--- src/rtl/multdiv_pkg.sv ---
// Shared definitions for the multi-cycle multiply/divide sequencer.
// The divide datapath is present only when MULTDIV_DIVIDE_EN is defined.
package multdiv_pkg;

    localparam logic [2:0] ST_IDLE  = 3'd0;
    localparam logic [2:0] ST_ABS_A = 3'd1;
    localparam logic [2:0] ST_ABS_B = 3'd2;
    localparam logic [2:0] ST_ITER  = 3'd3;
    localparam logic [2:0] ST_FIX   = 3'd4;

    localparam int ITER_COUNT      = 32;
    localparam int MULTDIV_LATENCY = 35;

    typedef enum logic {
        OP_MUL = 1'b0,
        OP_DIV = 1'b1
    } op_e;

    // Product magnitude {hi, lo} must fit a signed 32-bit result of the given sign.
    function automatic logic mul_overflow(input logic [31:0] hi, input logic [31:0] lo,
                                          input logic neg);
        mul_overflow = (hi != 32'h0000_0000)
                     | (~neg & lo[31])
                     | (neg & lo[31] & (lo[30:0] != 31'h0000_0000));
    endfunction

endpackage

--- src/rtl/multdiv_sequencer_if.sv ---
// Start/operand/result bundle between the execute stage and the multiply/divide unit.
interface multdiv_sequencer_if #(
    parameter int WIDTH = 32
);
    logic             ctrl_MULT;
    logic             ctrl_DIV;
    logic [WIDTH-1:0] data_operandA;
    logic [WIDTH-1:0] data_operandB;
    logic [WIDTH-1:0] data_result;
    logic             data_exception;
    logic             data_resultRDY;
    logic             busy;

    modport master (
        output ctrl_MULT, ctrl_DIV, data_operandA, data_operandB,
        input  data_result, data_exception, data_resultRDY, busy
    );

    modport slave (
        input  ctrl_MULT, ctrl_DIV, data_operandA, data_operandB,
        output data_result, data_exception, data_resultRDY, busy
    );
endinterface

--- src/rtl/multdiv_sequencer_adder.sv ---
// Team 32-bit carry-lookahead adder: 4-bit lookahead groups chained by group carry.
module thirtytwobitadder (
    output logic [31:0] S,
    input  logic [31:0] A,
    input  logic [31:0] B,
    output logic        Cout,
    input  logic        cin
);

    logic [31:0] w_g;
    logic [31:0] w_p;

    assign w_g = A & B;
    assign w_p = A ^ B;

    // Carries inside each group come straight from generate/propagate and the group carry-in.
    always_comb begin : p_cla
        logic [32:0] w_c;
        w_c    = 33'd0;
        w_c[0] = cin;
        for (int k = 0; k < 8; k++) begin
            w_c[4*k+1] = w_g[4*k] | (w_p[4*k] & w_c[4*k]);
            w_c[4*k+2] = w_g[4*k+1] | (w_p[4*k+1] & w_g[4*k])
                       | (w_p[4*k+1] & w_p[4*k] & w_c[4*k]);
            w_c[4*k+3] = w_g[4*k+2] | (w_p[4*k+2] & w_g[4*k+1])
                       | (w_p[4*k+2] & w_p[4*k+1] & w_g[4*k])
                       | (w_p[4*k+2] & w_p[4*k+1] & w_p[4*k] & w_c[4*k]);
            w_c[4*k+4] = w_g[4*k+3] | (w_p[4*k+3] & w_g[4*k+2])
                       | (w_p[4*k+3] & w_p[4*k+2] & w_g[4*k+1])
                       | (w_p[4*k+3] & w_p[4*k+2] & w_p[4*k+1] & w_g[4*k])
                       | (w_p[4*k+3] & w_p[4*k+2] & w_p[4*k+1] & w_p[4*k] & w_c[4*k]);
        end
        S    = w_p ^ w_c[31:0];
        Cout = w_c[32];
    end

endmodule

--- src/rtl/multdiv_sequencer.sv ---
// Signed 32-bit multiply/divide sequencer sharing one adder across all steps.
// Define MULTDIV_DIVIDE_EN to include the restoring-divide datapath.
module multdiv_sequencer
    import multdiv_pkg::*;
#(
    parameter int WIDTH = 32
) (
    input  logic               clock,
    input  logic               reset_n,
    multdiv_sequencer_if.slave bus
);

    if (WIDTH != 32) begin : g_width_check
        $error("multdiv_sequencer: WIDTH must be 32 (shared adder is 32-bit)");
    end

    logic [2:0]            r_state;
    op_e                   r_op;
    logic                  r_sign;
    logic [WIDTH-1:0]      r_hi;
    logic [WIDTH-1:0]      r_lo;
    logic [WIDTH-1:0]      r_b;
    logic [ITER_COUNT-1:0] r_iter;
    logic [WIDTH-1:0]      r_result;
    logic                  r_exc;
    logic                  r_rdy;
    logic                  r_busy;

    logic [WIDTH-1:0]      w_add_a;
    logic [WIDTH-1:0]      w_add_b;
    logic                  w_cin;
    logic [WIDTH-1:0]      w_sum;
    logic                  w_cout;
    logic [WIDTH-1:0]      w_iter_hi;
    logic [WIDTH-1:0]      w_iter_lo;
    logic [WIDTH-1:0]      w_fix_result;
    logic                  w_fix_exc;
    logic                  w_neg;
    logic [WIDTH-1:0]      w_signed_mag;

`ifdef MULTDIV_DIVIDE_EN
    logic [WIDTH-1:0]      w_rem_sh;
    assign w_rem_sh = {r_hi[30:0], r_lo[31]};
`endif

    thirtytwobitadder u_adder (
        .S    (w_sum),
        .A    (w_add_a),
        .B    (w_add_b),
        .Cout (w_cout),
        .cin  (w_cin)
    );

    // Per-state operand mux for the shared adder.
    always_comb begin
        w_add_a = 32'h0000_0000;
        w_add_b = 32'h0000_0000;
        w_cin   = 1'b0;
        case (r_state)
            ST_ABS_A: begin
                w_add_a = ~r_lo;
                w_cin   = 1'b1;
            end
            ST_ABS_B: begin
                w_add_a = ~r_b;
                w_cin   = 1'b1;
            end
            ST_ITER: begin
`ifdef MULTDIV_DIVIDE_EN
                if (r_op == OP_DIV) begin
                    w_add_a = w_rem_sh;
                    w_add_b = ~r_b;
                    w_cin   = 1'b1;
                end else begin
                    w_add_a = r_hi;
                    w_add_b = r_lo[0] ? r_b : 32'h0000_0000;
                end
`else
                w_add_a = r_hi;
                w_add_b = r_lo[0] ? r_b : 32'h0000_0000;
`endif
            end
            ST_FIX: begin
                w_add_a = ~r_lo;
                w_cin   = 1'b1;
            end
            default: begin
                w_add_a = 32'h0000_0000;
            end
        endcase
    end

    // One iteration step: multiply shifts the carry into hi, divide keeps the difference on no-borrow.
    always_comb begin
`ifdef MULTDIV_DIVIDE_EN
        if (r_op == OP_DIV) begin
            if (w_cout) begin
                w_iter_hi = w_sum;
                w_iter_lo = {r_lo[30:0], 1'b1};
            end else begin
                w_iter_hi = w_rem_sh;
                w_iter_lo = {r_lo[30:0], 1'b0};
            end
        end else begin
            w_iter_hi = {w_cout, w_sum[31:1]};
            w_iter_lo = {w_sum[0], r_lo[31:1]};
        end
`else
        w_iter_hi = {w_cout, w_sum[31:1]};
        w_iter_lo = {w_sum[0], r_lo[31:1]};
`endif
    end

    assign w_neg        = r_sign & (r_lo != 32'h0000_0000);
    assign w_signed_mag = w_neg ? w_sum : r_lo;

    // Final result and exception; the magnitude sits in r_lo for both operations.
    always_comb begin
        if (r_op == OP_MUL) begin
            w_fix_result = w_signed_mag;
            w_fix_exc    = mul_overflow(r_hi, r_lo, r_sign);
        end else begin
`ifdef MULTDIV_DIVIDE_EN
            if (r_b == 32'h0000_0000) begin
                w_fix_result = 32'h0000_0000;
                w_fix_exc    = 1'b1;
            end else begin
                w_fix_result = w_signed_mag;
                w_fix_exc    = ~r_sign & (r_lo == 32'h8000_0000);
            end
`else
            w_fix_result = 32'h0000_0000;
            w_fix_exc    = 1'b1;
`endif
        end
    end

    // Sequencer FSM and datapath registers.
    always_ff @(posedge clock) begin
        if (!reset_n) begin
            r_state  <= ST_IDLE;
            r_op     <= OP_MUL;
            r_sign   <= 1'b0;
            r_hi     <= 32'h0000_0000;
            r_lo     <= 32'h0000_0000;
            r_b      <= 32'h0000_0000;
            r_iter   <= 32'h0000_0000;
            r_result <= 32'h0000_0000;
            r_exc    <= 1'b0;
            r_rdy    <= 1'b0;
            r_busy   <= 1'b0;
        end else begin
            r_rdy <= 1'b0;
            case (r_state)
                ST_IDLE: begin
                    if (bus.ctrl_MULT) begin
                        r_op    <= OP_MUL;
                        r_lo    <= bus.data_operandA;
                        r_b     <= bus.data_operandB;
                        r_hi    <= 32'h0000_0000;
                        r_sign  <= bus.data_operandA[31] ^ bus.data_operandB[31];
                        r_busy  <= 1'b1;
                        r_state <= ST_ABS_A;
                    end else if (bus.ctrl_DIV) begin
                        r_op   <= OP_DIV;
                        r_busy <= 1'b1;
`ifdef MULTDIV_DIVIDE_EN
                        r_lo    <= bus.data_operandA;
                        r_b     <= bus.data_operandB;
                        r_hi    <= 32'h0000_0000;
                        r_sign  <= bus.data_operandA[31] ^ bus.data_operandB[31];
                        r_state <= ST_ABS_A;
`else
                        // Hold one cycle in FIX so the refusal completes two cycles after start.
                        r_iter  <= 32'h0000_0001;
                        r_state <= ST_FIX;
`endif
                    end else begin
                        r_busy <= 1'b0;
                    end
                end
                ST_ABS_A: begin
                    if (r_lo[31]) begin
                        r_lo <= w_sum;
                    end
                    r_state <= ST_ABS_B;
                end
                ST_ABS_B: begin
                    if (r_b[31]) begin
                        r_b <= w_sum;
                    end
                    r_iter  <= 32'h0000_0001;
                    r_state <= ST_ITER;
                end
                ST_ITER: begin
                    r_hi   <= w_iter_hi;
                    r_lo   <= w_iter_lo;
                    r_iter <= {r_iter[ITER_COUNT-2:0], 1'b0};
                    if (r_iter[ITER_COUNT-1]) begin
                        r_state <= ST_FIX;
                    end
                end
                ST_FIX: begin
                    if (r_iter[0]) begin
                        r_iter <= 32'h0000_0000;
                    end else begin
                        r_result <= w_fix_result;
                        r_exc    <= w_fix_exc;
                        r_rdy    <= 1'b1;
                        r_state  <= ST_IDLE;
                    end
                end
                default: begin
                    r_state <= ST_IDLE;
                    r_busy  <= 1'b0;
                end
            endcase
        end
    end

    assign bus.data_result    = r_result;
    assign bus.data_exception = r_exc;
    assign bus.data_resultRDY = r_rdy;
    assign bus.busy           = r_busy;

endmodule
--- src/flat_wrapper.sv ---
// flat-port wrapper written by rule: the top's interface ports become plain ports
module multdiv_sequencer_flat import multdiv_pkg::*;
#(
    parameter int WIDTH = 32
)
  (clock, reset_n, bus_ctrl_MULT, bus_ctrl_DIV, bus_data_operandA, bus_data_operandB, bus_data_result, bus_data_exception, bus_data_resultRDY, bus_busy);
  multdiv_sequencer_if #(.WIDTH(WIDTH)) bus_i ();
  input  logic clock;
  input  logic reset_n;
  input wire logic [$bits(bus_i.ctrl_MULT)-1:0] bus_ctrl_MULT;
  input wire logic [$bits(bus_i.ctrl_DIV)-1:0] bus_ctrl_DIV;
  input wire logic [$bits(bus_i.data_operandA)-1:0] bus_data_operandA;
  input wire logic [$bits(bus_i.data_operandB)-1:0] bus_data_operandB;
  output wire logic [$bits(bus_i.data_result)-1:0] bus_data_result;
  output wire logic [$bits(bus_i.data_exception)-1:0] bus_data_exception;
  output wire logic [$bits(bus_i.data_resultRDY)-1:0] bus_data_resultRDY;
  output wire logic [$bits(bus_i.busy)-1:0] bus_busy;
  assign bus_i.ctrl_MULT = bus_ctrl_MULT;
  assign bus_i.ctrl_DIV = bus_ctrl_DIV;
  assign bus_i.data_operandA = bus_data_operandA;
  assign bus_i.data_operandB = bus_data_operandB;
  assign bus_data_result = bus_i.data_result;
  assign bus_data_exception = bus_i.data_exception;
  assign bus_data_resultRDY = bus_i.data_resultRDY;
  assign bus_busy = bus_i.busy;
  multdiv_sequencer #(.WIDTH(WIDTH)) u_core (.clock(clock), .reset_n(reset_n), .bus(bus_i));
endmodule
--- config.mk ---
export PLATFORM = sky130hd
export DESIGN_NAME = multdiv_sequencer_flat
export DESIGN_NICKNAME = d
export VERILOG_FILES = /design/src/rtl/multdiv_pkg.sv /design/src/rtl/multdiv_sequencer_if.sv /design/src/rtl/multdiv_sequencer_adder.sv /design/src/rtl/multdiv_sequencer.sv /design/src/flat_wrapper.sv
export SDC_FILE = /design/constraint.sdc
export NUM_CORES = 1
export LEC_CHECK = 0
export BUFFER_PORTS_ARGS = -buffer_cell sky130_fd_sc_hd__buf_2
export CELL_PAD_IN_SITES_DETAIL_PLACEMENT = 1
export CELL_PAD_IN_SITES_GLOBAL_PLACEMENT = 1
export CORE_ASPECT_RATIO = 0.8
export CORE_MARGIN = 1
export CORE_UTILIZATION = 45
export DETAILED_ROUTE_END_ITERATION = 6
export PLACE_DENSITY_LB_ADDON = 0.1
export SETUP_SLACK_MARGIN = 0.3
export SKIP_CTS_REPAIR_TIMING = 1
export SLEW_MARGIN = 30
export SYNTH_ARGS = -nofsm -noshare
export SYNTH_HDL_FRONTEND = slang
export SYNTH_HIERARCHICAL = 1
export SYNTH_SLANG_ARGS = --single-unit
--- constraint.sdc ---
create_clock -name clock -period 6 [get_ports clock]
set_input_delay 0.3 -clock clock [delete_from_list [all_inputs] [get_ports clock]]
set_output_delay 0.3 -clock clock [all_outputs]
set_load 0.01 [all_outputs]
* Word-level counts from Yosys, hierarchy flattened
Index checks and enable logic that the tools add are counted.
** Storage, ports and cells
- Register bits :: 168
- Input port bits :: 68
- Output and inout bits :: 35
- Word-level logic and storage cells :: 303
** Cells by class
- Eq/ne operators :: 13
- Multiplexer cells :: 30
- Bitwise operators :: 222
- Reduce and logical (&&, ||, !) cells :: 24
** Operators with widths (number)
- two-way mux 32 bit :: 12
- case mux 32 bit (3 select lines) :: 2
- bitwise AND 1 bit :: 132
- case mux 32 bit (2 select lines) :: 2
- case mux 32 bit (4 select lines) :: 1
- bitwise OR 1 bit :: 82
- inverter 32 bit :: 2
- nonzero test 32 bit :: 2
- XOR 32 bit :: 2
- bitwise AND 32 bit :: 1
- nonzero test 31 bit :: 1
- case mux 3 bit (5 select lines) :: 1
- AND reduction 2 bit :: 7
- two-way mux 3 bit :: 4
- AND reduction 3 bit :: 4
- != test 2 x 1 -> 1 bit (second input constant) :: 4
- != test 2 bit (second input constant) :: 4
- two-way mux 1 bit :: 7
- == test 3 x 2 -> 1 bit (second input constant) :: 2
- nonzero test 2 bit :: 3
- AND reduction 4 bit :: 1
- nonzero test 4 bit :: 1
- OR reduction 4 bit :: 1
- == test 3 x 1 -> 1 bit (second input constant) :: 1
- 9 further kinds :: 10

* Longest topological paths before layout
- Word-level depth :: 26
- Gate-level depth with buffers :: 20
- Depth with buffers taken out :: 17

* Hierarchy
Netlist, hierarchy kept.
** By module, submodules not included
- multdiv_sequencer :: instances 1, cells each 974, area each 8306.7 um2, sequential area each 3363.2 um2
- thirtytwobitadder :: instances 1, cells each 161, area each 1421.4 um2, sequential area each 0.0 um2

* Least setup slack after synthesis
OpenSTA, ideal clock, no wires.
- Path type :: reg2reg
- From :: reg u_core.r_state[0]
- To :: reg u_core.r_lo[29]
- Setup time :: 116 ps
- Arrival :: 4359 ps
- Required time :: 5884 ps
- Setup slack :: 1525 ps
- Cell stages (with the launch flop) :: 20
- Buffers on the path :: 3
- Period minus slack after synthesis :: 4475 ps
- Path through :: dfxtp_1 > buf_2 > clkbuf_1 > buf_2 > mux2i_1 > a21oi_1 > o22ai_1 > ha_1 > and3_1 > and4_2 > a32oi_1 > o211ai_4 > a2111oi_4 > nor3_2 > a21o_1 > fa_1 > xor2_1 > a222oi_1 > nand2_1 > o211a_1
** On the way
- Elaborated cells between the ends (all ways) :: 98
- Classes of those cells :: eq/ne: 6; mux: 5; bitwise: 82; reduce/logical: 5
** RTL lines
- start: declaration :: line multdiv_sequencer.sv:17 : logic [2:0] r_state;
- start signal: assignment :: line multdiv_sequencer.sv:141 : r_state <= ST_IDLE;
- start signal: assignment :: line multdiv_sequencer.sv:163 : r_state <= ST_ABS_A;
- start signal: assignment :: line multdiv_sequencer.sv:176 : r_state <= ST_FIX;
- == test 3 x 1 -> 1 bit or == test 3 bit (tied branches) :: line multdiv_sequencer.sv:59 : case (r_state)
- OR reduction 2 bit (no line)
- case mux 32 bit (3 select lines) * :: line multdiv_sequencer.sv:59
- via u_core.w_add_a[9] :: line multdiv_sequencer.sv:29 : logic [WIDTH-1:0] w_add_a;
- bitwise AND 32 bit or XOR 32 bit (tied branches) :: line multdiv_sequencer_adder.sv:13, multdiv_sequencer_adder.sv:14
- bitwise AND 1 bit, on equally long branches :: line multdiv_sequencer_adder.sv:29, multdiv_sequencer_adder.sv:30, multdiv_sequencer_adder.sv:31
- bitwise OR 1 bit (tied with other cells) :: line multdiv_sequencer_adder.sv:29 : | (w_p[4*k+3] & w_p[4*k+2] & w_g[4*k+1])
- bitwise OR 1 bit or bitwise AND 1 bit (tied branches) :: line multdiv_sequencer_adder.sv:30, multdiv_sequencer_adder.sv:31
- [... 7 more ...]
- bitwise AND 1 bit * :: line multdiv_sequencer_adder.sv:31 : | (w_p[4*k+3] & w_p[4*k+2] & w_p[4*k+1] & w_p[4*k] & w_c[4*k]);
- bitwise OR 1 bit * :: line multdiv_sequencer_adder.sv:31
- bitwise AND 1 bit * :: line multdiv_sequencer_adder.sv:22 : w_c[4*k+1] = w_g[4*k] | (w_p[4*k] & w_c[4*k]);
- bitwise OR 1 bit * :: line multdiv_sequencer_adder.sv:22
- XOR 32 bit * :: line multdiv_sequencer_adder.sv:33 : S = w_p ^ w_c[31:0];
- via u_core.w_sum[29] :: line multdiv_sequencer.sv:32 : logic [WIDTH-1:0] w_sum;
- two-way mux 32 bit * :: line multdiv_sequencer.sv:183 : if (r_lo[31]) begin
- case mux 32 bit (3 select lines) * :: line multdiv_sequencer.sv:154 : case (r_state)
- end signal: assignment :: line multdiv_sequencer.sv:158 : r_lo <= bus.data_operandA;
- end signal: assignment :: line multdiv_sequencer.sv:184 : r_lo <= w_sum;
- end signal: assignment :: line multdiv_sequencer.sv:197 : r_lo <= w_iter_lo;
- end: declaration :: line multdiv_sequencer.sv:21 : logic [WIDTH-1:0] r_lo;
Mark *: on every way through the listed nets, which the timed path passes. The rest lies on a longest branch. The select of a mux whose other input is x is not followed.
A chain may end at the register's enable or synchronous reset.

* Worst setup path in the final report
- From :: reg u_core.r_state[0]
- To :: reg u_core.r_lo[29]
** On the way
- Elaborated cells between the ends (all ways) :: 98
- Classes of those cells :: eq/ne: 6; mux: 5; bitwise: 82; reduce/logical: 5
** RTL lines
- == test 3 x 2 -> 1 bit * :: line multdiv_sequencer.sv:59
- two-way mux 32 bit * :: line multdiv_sequencer.sv:59
- via u_core.w_add_b[9] :: line multdiv_sequencer.sv:30 : logic [WIDTH-1:0] w_add_b;
- bitwise AND 32 bit or XOR 32 bit (tied branches) :: line multdiv_sequencer_adder.sv:13, multdiv_sequencer_adder.sv:14
- bitwise AND 1 bit, on equally long branches :: line multdiv_sequencer_adder.sv:29, multdiv_sequencer_adder.sv:30, multdiv_sequencer_adder.sv:31
- bitwise OR 1 bit (tied with other cells) :: line multdiv_sequencer_adder.sv:29
- bitwise OR 1 bit or bitwise AND 1 bit (tied branches) :: line multdiv_sequencer_adder.sv:30, multdiv_sequencer_adder.sv:31
- bitwise OR 1 bit * :: line multdiv_sequencer_adder.sv:31
- [... 6 more ...]
- bitwise AND 1 bit * :: line multdiv_sequencer_adder.sv:31
- bitwise OR 1 bit * :: line multdiv_sequencer_adder.sv:31
- bitwise AND 1 bit * :: line multdiv_sequencer_adder.sv:22
- bitwise OR 1 bit * :: line multdiv_sequencer_adder.sv:22
- XOR 32 bit * :: line multdiv_sequencer_adder.sv:33
- via u_core.w_sum[29] :: line multdiv_sequencer.sv:32
- two-way mux 32 bit * :: line multdiv_sequencer.sv:183
- case mux 32 bit (3 select lines) * :: line multdiv_sequencer.sv:154
Marked as above.

==> impl_results.md <==
- Hold Fails Final Rpt: 0
- Compound-cell area share of the yosys netlist: 32.9%
- Register bit total from synthesis: 168
- R2R Path Start: u_core/r_state[0]$_SDFFE_PN0P_
- Worst slew margin: 34.7%
- Post-synthesis mux area share: 1.34%
- Synth async-reset ratio: 0%
- Simple-gate share of the synthesized area: 17.8%
- Crit-path cells: and3b_4 > and3_1 > ha_1 > and3_1 > and4_2 > a32oi_1 > o211ai_4 > a2111oi_4 > nor3_2 > a21o_1 > fa_1 > xor2_1 > a222oi_1 > nand2_1 > o211a_1
- Maximum clock rate: 0.207 GHz
- Leakage: 4.98 nW
- Final nets: 1285
- DIE AREA: 22200 um2
- Initial Util: 46.5%
- First-pass GRT wire length: 51600 um
- CP Capture Type: register
- XOR/XNOR Fraction of Synth Area: 2.07%
- Die W: 166 um
- Layout cells sized above 1: 15.4%
- Crit path max-delay family: simple AND/OR/NAND/NOR gates
- Vias per cell: 6.43
- RSZ-0062 raised after global routing: no
- Clock slew at reported path FFs: 0.07 ns
- Worst Setup SP: u_core/r_state[0]$_SDFFE_PN0P_
- Max Cap Violations: 0
- Synth Flop Type: dfxtp_1
- Number of nets with antenna violations after routing: 0
- RePlAce Congestion: 0.839
- Ys Warns: 6
- Post-synthesis sequential area ratio: 34.6%
- Port bufs: 102
- Total track usage: 29.5%
- Total gr overflow: 0
- Root buf cell: clkbuf_16
- Clock latency on the worst-skew pair: 0.44 ns
- TritonCTS clock tree: done
- I/O Pins: 103
- Ant. Diodes: 0
- Initial antenna violation count: 0
- Max rail drop VDD: 0.000243 V
- Critical path required time: 6.33 ns
- Max FO, Critical Path: 59
- Endpoints failing setup: 0
- Mean Syn Cell Area: 8.57 um2
- Hold_sp: bus_data_operandB[30]
- Worst Skew: 0.0119 ns
- Combinational family with the most area after synthesis: compound AO/OA/AOI/OAI gates
- EDFF count, synth: 0
- Failing checks: DRC
- CP Class: reg -> reg
- Hold Crit Class: in -> reg
- Tcrit/Tclk final: 80.5%
- Tightest Pin Transition: 0.979 ns
- Syn Std Cell Area: 9730 um2
- Pwr Density: 315 nW/um2
- Adder-cell share of the synthesized area: 5.76%
- Worst setup margin: 1.17 ns
- Slowest CP cell: and3b_4
- Top layer reached by signal wires: met4
- Met2 Wirelength: 14800 um
- DRC Markers: 8
- Setup WS pre-CTS: 1.02 ns
- DRT Wirelength: 32700 um
- Synthesized Nets: 1243
- Drt wl/cell: 22.4 um
- Die Height: 134 um
- CTS sink cnt: 168
- Synth Instances: 1135
- Outcome: complete, but fails checks
- H-tree depth: 4
- Syn-to-layout area delta: 13.0%
- Worst path max stage delay: 0.77 ns
- Row Count: 47
- Most frequent CP cell: and3_1
- Largest net degree at the start of global routing: 73
- Met3 WL post-DR: 2150 um
- Via count: 9380
- CTS max path bufs: 2
- Worst Setup Start Kind: register
- DRT Pass-1 Iters: 7
- CTS buffer count: 17
- Final HPWL DP: 21100 um
- Yosys cell types: 66
- R2r setup slk: 1.17 ns
- Final Slew Violations: 0
- Initial DRC count: 694
- Worst path buffer plus inverter count: 0
- Minimum clock period: 4.83 ns
- Setup_tns: 0 ns
- Wl on met1: 15200 um
- Vias in the first global route: 9172
- Core area: 20900 um2
- Worst EP arrival: 5.16 ns
## state kept, by name, indices dropped and copies added, names as in the netlist, 3 cells and up
signal / count
u_core/r_state: 3
u_core/r_lo: 32
u_core/r_hi: 32
u_core/r_iter: 32
u_core/bus.data_result: 32
u_core/r_b: 32
## placed cells by master (no fill, tap or decap), drive strengths merged, types with 33 or more instances in the layout
master and instances:
dfxtp 168, nand2 132, buf 126, a21boi 68, a21oi 55, a21o 51, nor2 42, nand3 41
and3 38, o22ai 33, o21ai 33, inv 33
## tightest hold or removal path: cells and delay by family
family | cells | cell delay [ns]
AOI/OAI and AO/OA | 2 | 0.18
buffers and inverters | 1 | 0.08
## per-layer routing
metal  GRT usage (%)  up-vias
li1                -     4344
met1            41.5     4689
met2            46.3      305
met3            5.05       42
met4            9.10        0
met5               0        -
## worst paths after layout
| check | end | cells past startpoint |
|---|---|---|
| hold reg to reg | u_core/r_b[24]$_SDFFE_PN0P_ | 2 |
| setup reg to reg | u_core/r_lo[29]$_SDFFE_PN0P_ | 15 |
| setup / recovery | u_core/r_lo[29]$_SDFFE_PN0P_ | 15 |
| hold / removal | u_core/r_b[30]$_SDFFE_PN0P_ | 3 |
## Yosys cell counts, drive strengths merged (33+ instances only)
library cell / n / area share, %
a21boi: 68 / 5.2
a21o: 51 / 3.9
a21oi: 55 / 3.0
and3: 38 / 2.5
buf: 33 / 1.8
clkbuf: 70 / 2.7
dfxtp: 168 / 35
nand2: 132 / 5.1
nand3: 41 / 2.1
nor2: 42 / 1.6
o21ai: 33 / 1.7
o22ai: 33 / 2.1
## cell type report
| class | instances | area (um2) |
|---|---|---|
| clock buffers | 17 | 425 |
| clock inverters | 15 | 184 |
| well taps | 269 | 337 |
| fillers | 2522 | 9940 |
| multi-input cells | 838 | 5890 |
| repair buffers | 126 | 693 |
| inverters | 26 | 97.6 |
| flip-flops and latches | 168 | 3370 |
## logic make-up (layout without fill, tap and decap cells)
group                      Yosys count  in the layout
AOI/OAI and AO/OA                  419            419
xor gates and xnor gates            23             23
adders and majority gates           40             40
buffers and inverters              129            184
DFF                                168            168
muxes                               13             13
and+or+nand+nor                    343            343
## stage by stage
| step | hold WS, ns | cell area, um2 | utilization [%] | power, mW | cells |
|---|---|---|---|---|---|
| after floorplan | 0.445 | 9730 | - | 1.98 | 1135 |
| final | 0.164 | 11000 | 52.5 | 3.46 | 1459 |
| after global routing | 0.164 | 11000 | 52.5 | 3.63 | 1459 |
| after detailed placement | 0.475 | 10400 | 49.6 | 2.32 | 1426 |
| after global placement | 0.465 | 10400 | 49.6 | 2.29 | 1426 |
| after CTS | 0.152 | 11000 | 52.5 | 3.46 | 1458 |
## power by group
group	internal, mW	switching (mW)
registers	1.20	0.144
clock network	0.599	0.547
logic	0.345	0.624
total	2.15	1.31
No activity file was read; power rests on OpenSTA's default activity.
